**config.mk**
```make
export PLATFORM = sky130hd
export DESIGN_NAME = icb_splt_mo_flat
export DESIGN_NICKNAME = d
export VERILOG_FILES = /design/src/rtl/icb_splt_mo_if.sv /design/src/rtl/icb_splt_mo.sv /design/src/flat_wrapper.sv
export SDC_FILE = /design/constraint.sdc
export NUM_CORES = 1
export LEC_CHECK = 0
export CAP_MARGIN = 10
export CORE_AREA = 2 2 208 210
export DETAILED_ROUTE_END_ITERATION = 8
export DIE_AREA = 0 0 210 212
export PLACE_DENSITY_LB_ADDON = 0.05
export RECOVER_POWER = 100
export SLEW_MARGIN = 10
export SYNTH_ARGS = -nofsm -noshare
export SYNTH_HDL_FRONTEND = slang
export SYNTH_SLANG_ARGS = --single-unit
export TNS_END_PERCENT = 1
```
**constraint.sdc**
```tcl
create_clock -name clk -period 4.8 [get_ports clk]
set_input_delay 1.2 -clock clk [delete_from_list [all_inputs] [get_ports clk]]
set_output_delay 1.2 -clock clk [all_outputs]
set_load 0.01 [all_outputs]
```
**src/rtl/icb_splt_mo_if.sv**
```systemverilog
// ICB 1-to-N splitter bundle: upstream cmd/rsp plus SPLT_NUM packed downstream ports (port k at slice k).
// The slave modport is the splitter's view; the master modport is the surrounding environment's view.
interface icb_splt_mo_if #(
    parameter int AW       = 32,
    parameter int DW       = 32,
    parameter int SPLT_NUM = 4
);
    logic [SPLT_NUM-1:0]        i_icb_splt_indic;
    logic                       i_icb_cmd_valid;
    logic                       i_icb_cmd_ready;
    logic                       i_icb_cmd_read;
    logic [AW-1:0]              i_icb_cmd_addr;
    logic [DW-1:0]              i_icb_cmd_wdata;
    logic [DW/8-1:0]            i_icb_cmd_wmask;
    logic                       i_icb_rsp_valid;
    logic                       i_icb_rsp_ready;
    logic                       i_icb_rsp_err;
    logic [DW-1:0]              i_icb_rsp_rdata;

    logic [SPLT_NUM-1:0]        o_bus_icb_cmd_valid;
    logic [SPLT_NUM-1:0]        o_bus_icb_cmd_ready;
    logic [SPLT_NUM-1:0]        o_bus_icb_cmd_read;
    logic [SPLT_NUM*AW-1:0]     o_bus_icb_cmd_addr;
    logic [SPLT_NUM*DW-1:0]     o_bus_icb_cmd_wdata;
    logic [SPLT_NUM*DW/8-1:0]   o_bus_icb_cmd_wmask;
    logic [SPLT_NUM-1:0]        o_bus_icb_rsp_valid;
    logic [SPLT_NUM-1:0]        o_bus_icb_rsp_ready;
    logic [SPLT_NUM-1:0]        o_bus_icb_rsp_err;
    logic [SPLT_NUM*DW-1:0]     o_bus_icb_rsp_rdata;

    modport slave (
        input  i_icb_splt_indic, i_icb_cmd_valid, i_icb_cmd_read, i_icb_cmd_addr,
               i_icb_cmd_wdata, i_icb_cmd_wmask, i_icb_rsp_ready,
        output i_icb_cmd_ready, i_icb_rsp_valid, i_icb_rsp_err, i_icb_rsp_rdata,
        output o_bus_icb_cmd_valid, o_bus_icb_cmd_read, o_bus_icb_cmd_addr,
               o_bus_icb_cmd_wdata, o_bus_icb_cmd_wmask, o_bus_icb_rsp_ready,
        input  o_bus_icb_cmd_ready, o_bus_icb_rsp_valid, o_bus_icb_rsp_err, o_bus_icb_rsp_rdata
    );

    modport master (
        output i_icb_splt_indic, i_icb_cmd_valid, i_icb_cmd_read, i_icb_cmd_addr,
               i_icb_cmd_wdata, i_icb_cmd_wmask, i_icb_rsp_ready,
        input  i_icb_cmd_ready, i_icb_rsp_valid, i_icb_rsp_err, i_icb_rsp_rdata,
        input  o_bus_icb_cmd_valid, o_bus_icb_cmd_read, o_bus_icb_cmd_addr,
               o_bus_icb_cmd_wdata, o_bus_icb_cmd_wmask, o_bus_icb_rsp_ready,
        output o_bus_icb_cmd_ready, o_bus_icb_rsp_valid, o_bus_icb_rsp_err, o_bus_icb_rsp_rdata
    );
endinterface

```
**src/rtl/icb_splt_mo.sv**
```systemverilog
// ICB splitter, multiple outstanding, in-order rsp via route-ID FIFO; cmd path combinational, rsp >=1 cycle after cmd.
// Cmd stalls when OSTD_NUM are outstanding; ICB_SPLT_DECERR_EN answers indic==0 cmds locally with err=1, rdata=0.
module icb_splt_mo #(
    parameter int AW       = 32,
    parameter int DW       = 32,
    parameter int SPLT_NUM = 4,
    parameter int OSTD_NUM = 4,
    parameter int CNT_W    = 3
) (
    input  logic             clk,
    input  logic             rst_n,
    icb_splt_mo_if.slave     bus,
    output logic [CNT_W-1:0] ostd_cnt
);
    localparam int PTR_W = (OSTD_NUM > 1) ? $clog2(OSTD_NUM) : 1;

    logic [SPLT_NUM-1:0] route_q [OSTD_NUM];
    logic [PTR_W-1:0]    wptr_q, wptr_d;
    logic [PTR_W-1:0]    rptr_q, rptr_d;
    logic [CNT_W-1:0]    cnt_q, cnt_d;

    logic                full, empty, loc_err, push, pop, head_err;
    logic [SPLT_NUM-1:0] head;
    logic                sel_vld, sel_err;
    logic [DW-1:0]       sel_data;

    function automatic logic [PTR_W-1:0] ptr_inc(input logic [PTR_W-1:0] p);
        return (p == PTR_W'(OSTD_NUM - 1)) ? '0 : p + PTR_W'(1);
    endfunction

    assign full  = (cnt_q == CNT_W'(OSTD_NUM));
    assign empty = (cnt_q == '0);

`ifdef ICB_SPLT_DECERR_EN
    logic [OSTD_NUM-1:0] derr_q;
    assign loc_err  = (bus.i_icb_splt_indic == '0);
    assign head_err = ~empty & derr_q[rptr_q];
`else
    assign loc_err  = 1'b0;
    assign head_err = 1'b0;
`endif

    // Command fields fan out to every port; only the selected port sees valid.
    assign bus.o_bus_icb_cmd_read  = {SPLT_NUM{bus.i_icb_cmd_read}};
    assign bus.o_bus_icb_cmd_addr  = {SPLT_NUM{bus.i_icb_cmd_addr}};
    assign bus.o_bus_icb_cmd_wdata = {SPLT_NUM{bus.i_icb_cmd_wdata}};
    assign bus.o_bus_icb_cmd_wmask = {SPLT_NUM{bus.i_icb_cmd_wmask}};
    assign bus.o_bus_icb_cmd_valid = {SPLT_NUM{bus.i_icb_cmd_valid & ~full}} & bus.i_icb_splt_indic;
    assign bus.i_icb_cmd_ready     = ~full & ((|(bus.i_icb_splt_indic & bus.o_bus_icb_cmd_ready)) | loc_err);

    assign push = bus.i_icb_cmd_valid & bus.i_icb_cmd_ready;
    assign head = route_q[rptr_q];

    always_comb begin
        sel_vld  = 1'b0;
        sel_err  = 1'b0;
        sel_data = '0;
        for (int k = 0; k < SPLT_NUM; k++) begin
            if (head[k]) begin
                sel_vld  = sel_vld  | bus.o_bus_icb_rsp_valid[k];
                sel_err  = sel_err  | bus.o_bus_icb_rsp_err[k];
                sel_data = sel_data | bus.o_bus_icb_rsp_rdata[k*DW +: DW];
            end
        end
    end

    // Only the head port may complete; later ports are held off until they reach the head.
    assign bus.i_icb_rsp_valid     = ~empty & (sel_vld | head_err);
    assign bus.i_icb_rsp_err       = head_err | sel_err;
    assign bus.i_icb_rsp_rdata     = head_err ? '0 : sel_data;
    assign bus.o_bus_icb_rsp_ready = {SPLT_NUM{~empty & bus.i_icb_rsp_ready}} & head;

    assign pop = bus.i_icb_rsp_valid & bus.i_icb_rsp_ready;

    always_comb begin
        wptr_d = push ? ptr_inc(wptr_q) : wptr_q;
        rptr_d = pop  ? ptr_inc(rptr_q) : rptr_q;
        cnt_d  = cnt_q;
        if (push && !pop)      cnt_d = cnt_q + CNT_W'(1);
        else if (pop && !push) cnt_d = cnt_q - CNT_W'(1);
    end

    always_ff @(posedge clk or negedge rst_n) begin
        if (!rst_n) begin
            wptr_q <= '0;
            rptr_q <= '0;
            cnt_q  <= '0;
            for (int i = 0; i < OSTD_NUM; i++) route_q[i] <= '0;
`ifdef ICB_SPLT_DECERR_EN
            derr_q <= '0;
`endif
        end else begin
            wptr_q <= wptr_d;
            rptr_q <= rptr_d;
            cnt_q  <= cnt_d;
            if (push) begin
                route_q[wptr_q] <= bus.i_icb_splt_indic;
`ifdef ICB_SPLT_DECERR_EN
                derr_q[wptr_q]  <= loc_err;
`endif
            end
        end
    end

    assign ostd_cnt = cnt_q;
endmodule
```
**src/flat_wrapper.sv**
```systemverilog
// flat-port wrapper written by rule: the top's interface ports become plain ports
module icb_splt_mo_flat 
#(
    parameter int AW       = 32,
    parameter int DW       = 32,
    parameter int SPLT_NUM = 4,
    parameter int OSTD_NUM = 4,
    parameter int CNT_W    = 3
)
  (clk, rst_n, ostd_cnt, bus_i_icb_splt_indic, bus_i_icb_cmd_valid, bus_i_icb_cmd_read, bus_i_icb_cmd_addr, bus_i_icb_cmd_wdata, bus_i_icb_cmd_wmask, bus_i_icb_rsp_ready, bus_i_icb_cmd_ready, bus_i_icb_rsp_valid, bus_i_icb_rsp_err, bus_i_icb_rsp_rdata, bus_o_bus_icb_cmd_valid, bus_o_bus_icb_cmd_read, bus_o_bus_icb_cmd_addr, bus_o_bus_icb_cmd_wdata, bus_o_bus_icb_cmd_wmask, bus_o_bus_icb_rsp_ready, bus_o_bus_icb_cmd_ready, bus_o_bus_icb_rsp_valid, bus_o_bus_icb_rsp_err, bus_o_bus_icb_rsp_rdata);
  icb_splt_mo_if #(.AW(AW), .DW(DW), .SPLT_NUM(SPLT_NUM)) bus_i ();
  input  logic clk;
  input  logic rst_n;
  output logic [CNT_W-1:0] ostd_cnt;
  input wire logic [$bits(bus_i.i_icb_splt_indic)-1:0] bus_i_icb_splt_indic;
  input wire logic [$bits(bus_i.i_icb_cmd_valid)-1:0] bus_i_icb_cmd_valid;
  input wire logic [$bits(bus_i.i_icb_cmd_read)-1:0] bus_i_icb_cmd_read;
  input wire logic [$bits(bus_i.i_icb_cmd_addr)-1:0] bus_i_icb_cmd_addr;
  input wire logic [$bits(bus_i.i_icb_cmd_wdata)-1:0] bus_i_icb_cmd_wdata;
  input wire logic [$bits(bus_i.i_icb_cmd_wmask)-1:0] bus_i_icb_cmd_wmask;
  input wire logic [$bits(bus_i.i_icb_rsp_ready)-1:0] bus_i_icb_rsp_ready;
  output wire logic [$bits(bus_i.i_icb_cmd_ready)-1:0] bus_i_icb_cmd_ready;
  output wire logic [$bits(bus_i.i_icb_rsp_valid)-1:0] bus_i_icb_rsp_valid;
  output wire logic [$bits(bus_i.i_icb_rsp_err)-1:0] bus_i_icb_rsp_err;
  output wire logic [$bits(bus_i.i_icb_rsp_rdata)-1:0] bus_i_icb_rsp_rdata;
  output wire logic [$bits(bus_i.o_bus_icb_cmd_valid)-1:0] bus_o_bus_icb_cmd_valid;
  output wire logic [$bits(bus_i.o_bus_icb_cmd_read)-1:0] bus_o_bus_icb_cmd_read;
  output wire logic [$bits(bus_i.o_bus_icb_cmd_addr)-1:0] bus_o_bus_icb_cmd_addr;
  output wire logic [$bits(bus_i.o_bus_icb_cmd_wdata)-1:0] bus_o_bus_icb_cmd_wdata;
  output wire logic [$bits(bus_i.o_bus_icb_cmd_wmask)-1:0] bus_o_bus_icb_cmd_wmask;
  output wire logic [$bits(bus_i.o_bus_icb_rsp_ready)-1:0] bus_o_bus_icb_rsp_ready;
  input wire logic [$bits(bus_i.o_bus_icb_cmd_ready)-1:0] bus_o_bus_icb_cmd_ready;
  input wire logic [$bits(bus_i.o_bus_icb_rsp_valid)-1:0] bus_o_bus_icb_rsp_valid;
  input wire logic [$bits(bus_i.o_bus_icb_rsp_err)-1:0] bus_o_bus_icb_rsp_err;
  input wire logic [$bits(bus_i.o_bus_icb_rsp_rdata)-1:0] bus_o_bus_icb_rsp_rdata;
  assign bus_i.i_icb_splt_indic = bus_i_icb_splt_indic;
  assign bus_i.i_icb_cmd_valid = bus_i_icb_cmd_valid;
  assign bus_i.i_icb_cmd_read = bus_i_icb_cmd_read;
  assign bus_i.i_icb_cmd_addr = bus_i_icb_cmd_addr;
  assign bus_i.i_icb_cmd_wdata = bus_i_icb_cmd_wdata;
  assign bus_i.i_icb_cmd_wmask = bus_i_icb_cmd_wmask;
  assign bus_i.i_icb_rsp_ready = bus_i_icb_rsp_ready;
  assign bus_i_icb_cmd_ready = bus_i.i_icb_cmd_ready;
  assign bus_i_icb_rsp_valid = bus_i.i_icb_rsp_valid;
  assign bus_i_icb_rsp_err = bus_i.i_icb_rsp_err;
  assign bus_i_icb_rsp_rdata = bus_i.i_icb_rsp_rdata;
  assign bus_o_bus_icb_cmd_valid = bus_i.o_bus_icb_cmd_valid;
  assign bus_o_bus_icb_cmd_read = bus_i.o_bus_icb_cmd_read;
  assign bus_o_bus_icb_cmd_addr = bus_i.o_bus_icb_cmd_addr;
  assign bus_o_bus_icb_cmd_wdata = bus_i.o_bus_icb_cmd_wdata;
  assign bus_o_bus_icb_cmd_wmask = bus_i.o_bus_icb_cmd_wmask;
  assign bus_o_bus_icb_rsp_ready = bus_i.o_bus_icb_rsp_ready;
  assign bus_i.o_bus_icb_cmd_ready = bus_o_bus_icb_cmd_ready;
  assign bus_i.o_bus_icb_rsp_valid = bus_o_bus_icb_rsp_valid;
  assign bus_i.o_bus_icb_rsp_err = bus_o_bus_icb_rsp_err;
  assign bus_i.o_bus_icb_rsp_rdata = bus_o_bus_icb_rsp_rdata;
  icb_splt_mo #(.AW(AW), .DW(DW), .SPLT_NUM(SPLT_NUM), .OSTD_NUM(OSTD_NUM), .CNT_W(CNT_W)) u_core (.clk(clk), .rst_n(rst_n), .bus(bus_i), .ostd_cnt(ostd_cnt));
endmodule
```
After elaboration in Yosys (flattened, before gate mapping)
Cells that the tools add are included.
{ "op_classes": {"n_addsub": 4, "order_cmp": 3, "n_eq_ne": 3, "n_mux": 22, "bitwise": 22, "reduce_logical": 8} }
{ "op_table": {"columns": ["cell", "count"], "rows": [
  ["2-to-1 mux 32 bit", 4],
  ["OR 32 bit", 3],
  ["bitwise mux 16 bit", 1],
  ["AND 4 bit", 3],
  ["2-to-1 mux 4 bit", 3],
  ["binary-select mux 4 bit (select 2 bit)", 1],
  ["demux 4 bit (select 2 bit)", 1],
  ["2-to-1 mux 1 bit", 8],
  ["AND 1 bit", 6],
  ["greater-or-equal comparator 3 bit (second input constant)", 2],
  ["2-to-1 mux 3 bit", 2],
  ["NOT 2 -> 3 bit", 2],
  ["OR 1 bit", 6],
  ["adder 2 x 1 -> 2 bit (second input constant)", 2],
  ["== test 2 bit (second input constant)", 2],
  ["2-to-1 mux 2 bit", 2],
  ["OR reduction 4 bit", 1],
  ["adder 3 x 1 -> 3 bit (second input constant)", 1],
  ["== test 3 bit (second input constant)", 1],
  ["logical AND 1 bit", 3],
  ["zero test 3 bit", 1],
  ["less-than comparator 3 x 1 -> 1 bit (second input constant)", 1],
  ["subtractor 3 x 1 -> 3 bit (second input constant)", 1],
  ["zero test 1 bit", 2],
  ["other kinds (2)", 3]
]} }
{ "totals": {"register_bits": 23, "inputBits": 217, "output_inout_bits": 322} }

Logic depth before layout (Yosys ltp)
Gate-level depths: netlist of run 1.
{ "depth": {"ltp_word": 16, "ltp_mapped": 13, "depth_no_buf": 11} }

Least setup slack after synthesis of run 1
OpenSTA, ideal clock, no wires.
{ "synth_timing": {"kind": "input to output", "from": "input port bus_o_bus_icb_rsp_valid[1]", "to": "output port bus_i_icb_rsp_valid", "arrival_time_ns": 1.889, "required_time_ns": 3.600, "setup_slack_ns": 1.711, "path_stages": 4, "n_path_buf": 0, "path_cell_list": "nor2b_1 > o2bb2ai_1 > a2111oi_4 > nor2_1"} }
{ "synth_between": {"elab_chain_cells": 7} }
{ "synth_lines": {"columns": ["item", "line_no", "rtl"], "rows": [
  ["from (decl)", "flat_wrapper.sv:33", "input wire logic [$bits(bus_i.o_bus_icb_rsp_valid)-1:0] bus_o_bus_icb_rsp_valid;"],
  ["OR 1 bit (*)", "icb_splt_mo.sv:60", "sel_vld = sel_vld | bus.o_bus_icb_rsp_valid[k];"],
  ["2-to-1 mux 1 bit (*)", "icb_splt_mo.sv:59", "if (head[k]) begin"],
  ["OR 1 bit", "icb_splt_mo.sv:60", null],
  ["2-to-1 mux 1 bit (*)", "icb_splt_mo.sv:59", null],
  ["OR 1 bit", "icb_splt_mo.sv:60", null],
  ["2-to-1 mux 1 bit (*)", "icb_splt_mo.sv:59", null],
  ["AND 1 bit (*)", "icb_splt_mo.sv:68", "assign bus.i_icb_rsp_valid = ~empty & (sel_vld | head_err);"],
  ["to (decl)", "flat_wrapper.sv:23", "output wire logic [$bits(bus_i.i_icb_rsp_valid)-1:0] bus_i_icb_rsp_valid;"]
]} }
Every way passes the cells marked *; elsewhere a longest branch is shown, timed or not.

Worst setup path in the final report of run 1
{ "layout_timing": {"from": "register u_core.rptr_q[1]", "to": "output port bus_i_icb_rsp_err"} }
{ "layout_between": {"elab_chain_cells": 11} }
{ "layout_lines": {"columns": ["item", "line_no", "rtl"], "rows": [
  ["from (decl)", "icb_splt_mo.sv:19", "logic [PTR_W-1:0] rptr_q, rptr_d;"],
  ["from (signal assigned)", "icb_splt_mo.sv:94", "rptr_q <= rptr_d;"],
  ["NOT 2 -> 3 bit (not written as such) (*)", "icb_splt_mo.sv:52", "assign head = route_q[rptr_q];"],
  ["binary-select mux 4 bit (select 2 bit) (*)", "icb_splt_mo.sv:52", null],
  ["2-to-1 mux 4 bit (not written as such) (*) (2 in series)", "icb_splt_mo.sv:52", null],
  ["2-to-1 mux 1 bit", "icb_splt_mo.sv:59", null],
  ["OR 1 bit", "icb_splt_mo.sv:61", "sel_err = sel_err | bus.o_bus_icb_rsp_err[k];"],
  ["2-to-1 mux 1 bit", "icb_splt_mo.sv:59", null],
  ["OR 1 bit", "icb_splt_mo.sv:61", null],
  ["2-to-1 mux 1 bit", "icb_splt_mo.sv:59", null],
  ["OR 1 bit", "icb_splt_mo.sv:61", null],
  ["2-to-1 mux 1 bit (*)", "icb_splt_mo.sv:59", null],
  ["to (decl)", "flat_wrapper.sv:24", "output wire logic [$bits(bus_i.i_icb_rsp_err)-1:0] bus_i_icb_rsp_err;"]
]} }
Every way passes the cells marked *; elsewhere a longest branch is shown, timed or not. The select of a mux whose other input is x is not followed.

==> results of run 1 <==
## stage by stage
stage | util | hold slack, ps | total power (uW) | instances
floorplan | - | 456.9 | 1880 | 462
global placement | 0.1084 | 476.2 | 3254 | 916
detailed placement | 0.1084 | 473.6 | 3185 | 916
CTS | 0.1103 | 489.9 | 3393 | 920
global route | 0.1099 | 503.8 | 3376 | 920
finish | 0.1099 | 486.7 | 3126 | 920
## logic make-up (layout without fill, tap and decap cells)
| kind of cell | count (synthesis) | count (layout) | share of synthesized area |
|---|---|---|---|
| AOI/OAI and AO/OA | 77 | 77 | 0.1775 |
| xor gates and xnor gates | 3 | 3 | 0.006529 |
| adders and majority gates | 7 | 7 | 0.02362 |
| buffers and inverters | 297 | 209 | 0.5350 |
| DFF | 23 | 23 | 0.1430 |
| muxes | 25 | 25 | 0.07678 |
| and+or+nand+nor | 30 | 30 | 0.03761 |
## critical path, delay by kind of cell, from the launching register on
kind	cells	cell delay (ps)
AND/OR/NAND/NOR	1	60
flip-flops	1	640
buffers and inverters	2	980
AO/OA/AOI/OAI	2	920
multiplexers	1	250
## synth_stat cells, types with 2 or more instances
| library cell | number |
|---|---|
| a221o_1 | 33 |
| nand2_1 | 8 |
| dfrtp_1 | 23 |
| buf_4 | 276 |
| o2bb2ai_1 | 2 |
| nor2b_1 | 7 |
| mux2_2 | 2 |
| mux2i_1 | 2 |
| inv_1 | 4 |
| and2_1 | 4 |
| a21oi_1 | 3 |
| o21ai_1 | 2 |
| mux2_4 | 2 |
| clkbuf_1 | 15 |
| ha_1 | 6 |
| mux4_2 | 2 |
| buf_2 | 2 |
| xor2_1 | 2 |
| a22o_1 | 34 |
| mux2_1 | 17 |
| nor2_1 | 7 |
## report_power, final
group | internal, uW | total [uW] | switching [uW]
Sequential | 295 | 391 | 96.2
Clock | 112 | 186 | 74.1
Combinational | 1200 | 2550 | 1350
Total | 1610 | 3130 | 1520
## placed cells by master, fill, tap and decap left out, types with 2 or more instances in the layout
cell type / n
nor2b_1: 7
o2bb2ai_1: 2
mux2_4: 2
xor2_1: 2
buf_4: 4
mux2i_1: 2
clkbuf_1: 2
o21ai_1: 2
a221o_1: 33
clkdlybuf4s50_1: 153
ha_1: 6
and2_0: 4
dfrtp_1: 23
a22o_1: 34
inv_1: 4
buf_12: 2
nand2_1: 8
mux2_1: 18
mux4_2: 2
dlygate4sd3_1: 40
nor2_1: 7
clkbuf_16: 3
## registers in the layout, summed over array words and instances, names as in the netlist
name,flops
u_core.wptr_q,2
u_core.ostd_cnt,3
u_core.rptr_q,2
u_core.route_q,16
## how the worst min path moves through the flow
stage                         endpoint          startpoint  depth (start not counted)
CTS                 u_core.route_q[13]  u_core.route_q[13]                          1
floorplan           u_core.route_q[13]  u_core.route_q[13]                          1
global route        u_core.route_q[13]  u_core.route_q[13]                          1
detailed placement  u_core.route_q[13]  u_core.route_q[13]                          1
global placement    u_core.route_q[13]  u_core.route_q[13]                          1
finish              u_core.route_q[13]  u_core.route_q[13]                          1
## metal layers
metal	vias up	share of wire	wire length (um)	track usage
met3	70	0.093	1946	0.03471
li1	1134	-	-	-
met1	1249	0.33	6828	0.08720
met4	2	0.031	646	0.02788
met2	223	0.55	11490	0.1752
met5	-	0.00062	13	0.001112
## area by class of cell
type | instances | area (um^2) | area share
clock buffer | 3 | 75.07 | 0.01607
clock inverter | 1 | 5.005 | 0.001071
inverter | 4 | 15.01 | 0.003214
multi-input combinational | 142 | 1309 | 0.2801
sequential | 23 | 575.6 | 0.1232
tap | 546 | 683.2 | 0.1462
timing repair buffer | 201 | 2009 | 0.4301
==> metrics.md, run 1 <==
| Metric | Value |
|---|---|
| Width of the die | roughly 210 um |
| FF-to-FF setup slack | around 1300 ps |
| Final setup vio count | 0 |
| DP Area | between 4000 and 5000 um^2 |
| Critical path fanouts, max | 22 |
| Netlist Area Pre-Place | slightly above 4000 um^2 |
| Worst-Skew Late Latency | 260 ps |
| CP max-delay cell | a21oi_2 |
| Total die area | 44520 um^2 |
| Net count, final | 599 |
| FF-to-FF Start | u_core.rptr_q[1] |
| First-pass GRT wire length | approximately 27 mm |
| CP Launch Type | flip-flop |
| Setup CP Type | reg2out |
| Place WS | between 600 and 700 ps |
| Post-DRT Antenna Nets | 0 |
| Wire per inst | approximately 23 um |
| Hold Path Class | reg2reg |
| Core ar. | 42510 um^2 |
| Crit path time final | between 4000 and 5000 ps |
| Worst setup startpoint | u_core.rptr_q[1] |
| Root Buffer | clkbuf_16 |
| Clock Path Buffers | 2 |
| Post-synth ARST share | 1.000 |
| RSZ-0062 raised after global routing | no |
| Synth area leaders | buf_4 (51%), dfrtp_1 (14%), a221o_1 (8.2%) |
| Die height | ~210 um |
| Syn_nets | around 690 |
| # IOs | roughly 540 |
| # diodes | 0 |
| Initial DRC count | 100 |
| Input/output buffers | a little under 200 |
| DRC viols | 0 |
| # H-tree levels | 1 |
| Fmax | 0.2299 GHz |
| CP endpoint | bus_i_icb_rsp_err |
| Clk sinks | 23 |
| Worst setup margin | between 400 and 500 ps |
| Status | finished clean |
| Yosys Warn Count | 0 |
| Vias per cell | a little under 3 |
| Syn avg cell area | ~8.7 um^2 |
| Number of gates resized after cts | 0 |
| WP data required | 3600 ps |
| Num CTS Buffers | 3 |
| Final Hold Viols | 0 |
| Final setup TNS | 0 ps |
| Area grow syn2layout | 16.07% |
| Initial core utilization | 0.09470 |
| CP Data Arrival Time | between 3000 and 4000 ps |
| Critical path's largest stage delay | ~750 ps |
| Worst Max-Slew Pin Slew | around 1400 ps |
| Reg clk slew, reported paths | roughly 70 ps |
| Grt total ovfl | 0 |
| CP Cell Sequence | mux2_1, nor2_1, a21oi_2, buf_12, a221o_1, dlygate4sd3_1 |
| FP Rows | between 70 and 80 |
| Vias in the first global route | 2999 |
| WL final | roughly 21 mm |
| Total power density per cell area | around 670 nW/um^2 |
| Fin crit share | 0.9064 |
| Via Count | 2678 |
| Post-CTS setup buffers | 0 |
| Hpwl dp | 18.09 mm |
| Sequential area share after synthesis | 0.1430 |
| Gr usage total | 0.09013 |
| Top-area cell type share of the netlist area | 0.5148 |
| Share of cells above drive strength 1 | 0.05080 |
| GPL Wtd Cong | approximately 0.73 |
| Synth Flop Type | dfrtp_1 |
| Number of flops mapped to enable cells by yosys | 0 |
| Worst slew margin | 0.04318 |
| CTS tree | built |
| Initial antenna violation count | 6 |
| Hold Buf Count CTS | 0 |
| Final instance area | 4672 um^2 |
| #FFs+latches synth | 23 |
| Crit path capture type | output port |
| Synth unique cells | 30 |
| Max-capacitance violation count | 0 |
| Max Slew Vio Count | 0 |
| Synth area leader | buf_4 |
| DRT Pass-1 Iters | 4 |
| Leakage power total | approximately 0.0016 uW |
| Reg2Reg Capture Point | u_core.ostd_cnt[2] |
| Peak supply drop | roughly 190 uV |
| Largest net degree at the start of global routing | 30 |
| Number of fill cells | 4820 |
| Synth Instances | 462 |
| Final Skew | 7.183 ps |
| Reg2reg path depth | 11 |
Note: power is estimated with default switching activity, not from simulation.
==> run 2: changes to the inputs <==
CORE_AREA = 4 4 210 212   (was 2 2 208 210)
DIE_AREA = 0 0 214 216   (was 0 0 210 212)
==> metrics.md, run 2 (synthesis results as in run 1) <==
| Metric | Value |
|---|---|
| Hpwl dp | approximately 17 mm |
| Initial core utilization | 0.09596 |
| Die height | 216 um |
| Crit path time final | 4364 ps |
| Worst slew margin | 0.07510 |
| # IOs | ~540 |
| Vias in the first global route | 2963 |
| Hold path endpoint | u_core.route_q[11] |
| FF-to-FF setup slack | approximately 1500 ps |
| Hold path cells | 1 |
| CP Data Arrival Time | 3160 ps |
| Origin of the worst min-delay path | u_core.route_q[11] |
| Worst-Skew Late Latency | roughly 260 ps |
| Hold Slack | slightly below 500 ps |
| Status | finished clean |
| Wire per inst | between 20 and 25 um |
| Total die area | roughly 46000 um^2 |
| RSZ-0062 raised after global routing | no |
| Place WS | about 660 ps |
| Int Power | about 1600 uW |
| Max-capacitance violation count | 0 |
| Sw Pwr | about 1500 uW |
| Final Skew | around 9.7 ps |
| Critical path fanouts, max | 20 |
| Peak supply drop | between 200 and 250 uV |
| WL final | between 15 and 20 mm |
| WP data required | roughly 3600 ps |
| Final setup vio count | 0 |
| CP Cell Sequence | mux4_2, buf_4, a22o_1, a221o_1, dlygate4sd3_1 |
| Net count, final | 600 |
| Root Buffer | clkbuf_16 |
| Hold Path Class | reg2reg |
| Switch share | 0.4787 |
| GPL Wtd Cong | just over 0.7 |
| Width of the die | ~210 um |
| Commonest non-fill, non-tap cells in the layout | clkdlybuf4s50_1 (154), dlygate4sd3_1 (39), a22o_1 (34) |
| Worst setup margin | ~440 ps |
| Num CTS Buffers | 3 |
| Fin crit share | 0.9093 |
| Grt total ovfl | 0 |
| Vias per cell | 2.893 |
| Critical path's largest stage delay | between 800 and 900 ps |
| Share of cells above drive strength 1 | 0.05333 |
| Input/output buffers | around 190 |
| Post-CTS setup buffers | 0 |
| Worst Path Buf+Inv | 2 |
| Reg2Reg Capture Point | u_core.ostd_cnt[2] |
| First-pass GRT wire length | between 20 and 30 mm |
| Total power density per cell area | 658.8 nW/um^2 |
| Leakage power total | 0.001614 uW |
| Comb pwr share | 0.813 |
| Clock Path Buffers | 2 |
| CP Launch Type | flip-flop |
| Crit path capture type | output port |
| Setup CP Type | reg2out |
| Sequential power share | 0.128 |
| Area grow syn2layout | 15.88% |
| Worst Max-Slew Pin Slew | 1387 ps |
| Initial DRC count | 100 |
| Clk sinks | 23 |
| Clock share of power | 0.060 |
| Max Slew Vio Count | 0 |
| DRC viols | 0 |
| Largest net degree at the start of global routing | 24 |
| Crit-path leading delay family | buffers and inverters |
| Reg clk slew, reported paths | 70 ps |
| CTS tree | built |
| Final setup TNS | 0 ps |
| Via Count | ~2700 |
| Post-DRT Antenna Nets | 0 |
| FP Rows | 75 |
| Core ar. | approximately 42000 um^2 |
| Reg2reg path depth | 10 |
| CP max-delay cell | mux4_2 |
| Initial antenna violation count | 4 |
| Commonest non-fill, non-tap cell in the layout | clkdlybuf4s50_1 |
| Final Hold Viols | 0 |
| Hold Buf Count CTS | 0 |
| # H-tree levels | 1 |
| DRT Pass-1 Iters | 4 |
| FF-to-FF Start | u_core.rptr_q[0] |
| Max reg flops | 16 |
| Largest Register | u_core.route_q |
| Fmax | roughly 0.23 GHz |
| Number of gates resized after cts | 0 |
| Gr usage total | 0.07824 |
## run 2: worst reg2reg max path, stage by stage (launching register included)
cell and delay (ps):
dfrtp_1 520, mux4_2 850, a2111oi_4 490, nor2_1 190, inv_1 100, ha_1 180
inv_1 60, fa_1 380, xor2_1 170, nor2_1 110, xor2_1 150
## run 2: power by group through the flow
| stage | registers (uW) | logic (uW) | clock network, uW |
|---|---|---|---|
| 2_1_floorplan | 357 | 1520 | 0 |
| 3_3_place_gp | 403 | 2770 | 0 |
| 3_5_place_dp | 401 | 2730 | 0 |
| 4_1_cts | 399 | 2740 | 197 |
| 5_1_grt | 410 | 2710 | 201 |
| 6_report | 392 | 2500 | 183 |
## run 2: how the worst max path moves through the flow
| stage | startpoint | slack (ps) | cells past startpoint | to |
|---|---|---|---|---|
| CTS | u_core.rptr_q[0] | 480 | 5 | bus_i_icb_rsp_rdata[5] |
| global placement | bus_i_icb_splt_indic[0] | 660 | 5 | bus_i_icb_cmd_ready |
| detailed placement | bus_i_icb_splt_indic[0] | 660 | 5 | bus_i_icb_cmd_ready |
| floorplan | bus_o_bus_icb_rsp_valid[1] | 1710 | 4 | bus_i_icb_rsp_valid |
| global route | u_core.rptr_q[1] | 250 | 5 | bus_i_icb_rsp_rdata[5] |
| finish | u_core.rptr_q[0] | 440 | 5 | bus_i_icb_rsp_rdata[5] |
## run 2: area by class of cell
cell class,instances,area (um^2)
Clock inverter,1,5.005
Multi-Input combinational cell,142,1316
Antenna cell,2,5.005
Clock buffer,3,75.07
Inverter,4,15.01
Timing Repair Buffer,202,1998
Fill cell,4754,37280
Tap cell,539,674.4
Sequential cell,23,575.6
## run 2: stage by stage
step,util,instance area (um^2),std cells,power (uW)
after floorplan,-,4025,462,1880
after CTS,0.1115,4676,914,3336
final,0.1112,4664,916,3073
after detailed placement,0.1096,4596,910,3128
after global routing,0.1112,4664,916,3316
after global placement,0.1096,4596,910,3169
## run 2: per-layer routing
metal  part of all wire  global-route usage  wire length [um]
met5                  0                   0                 0
met4              0.022             0.01859               433
met3              0.080             0.02827              1573
met2               0.57              0.1592             11120
met1               0.33             0.07386              6416
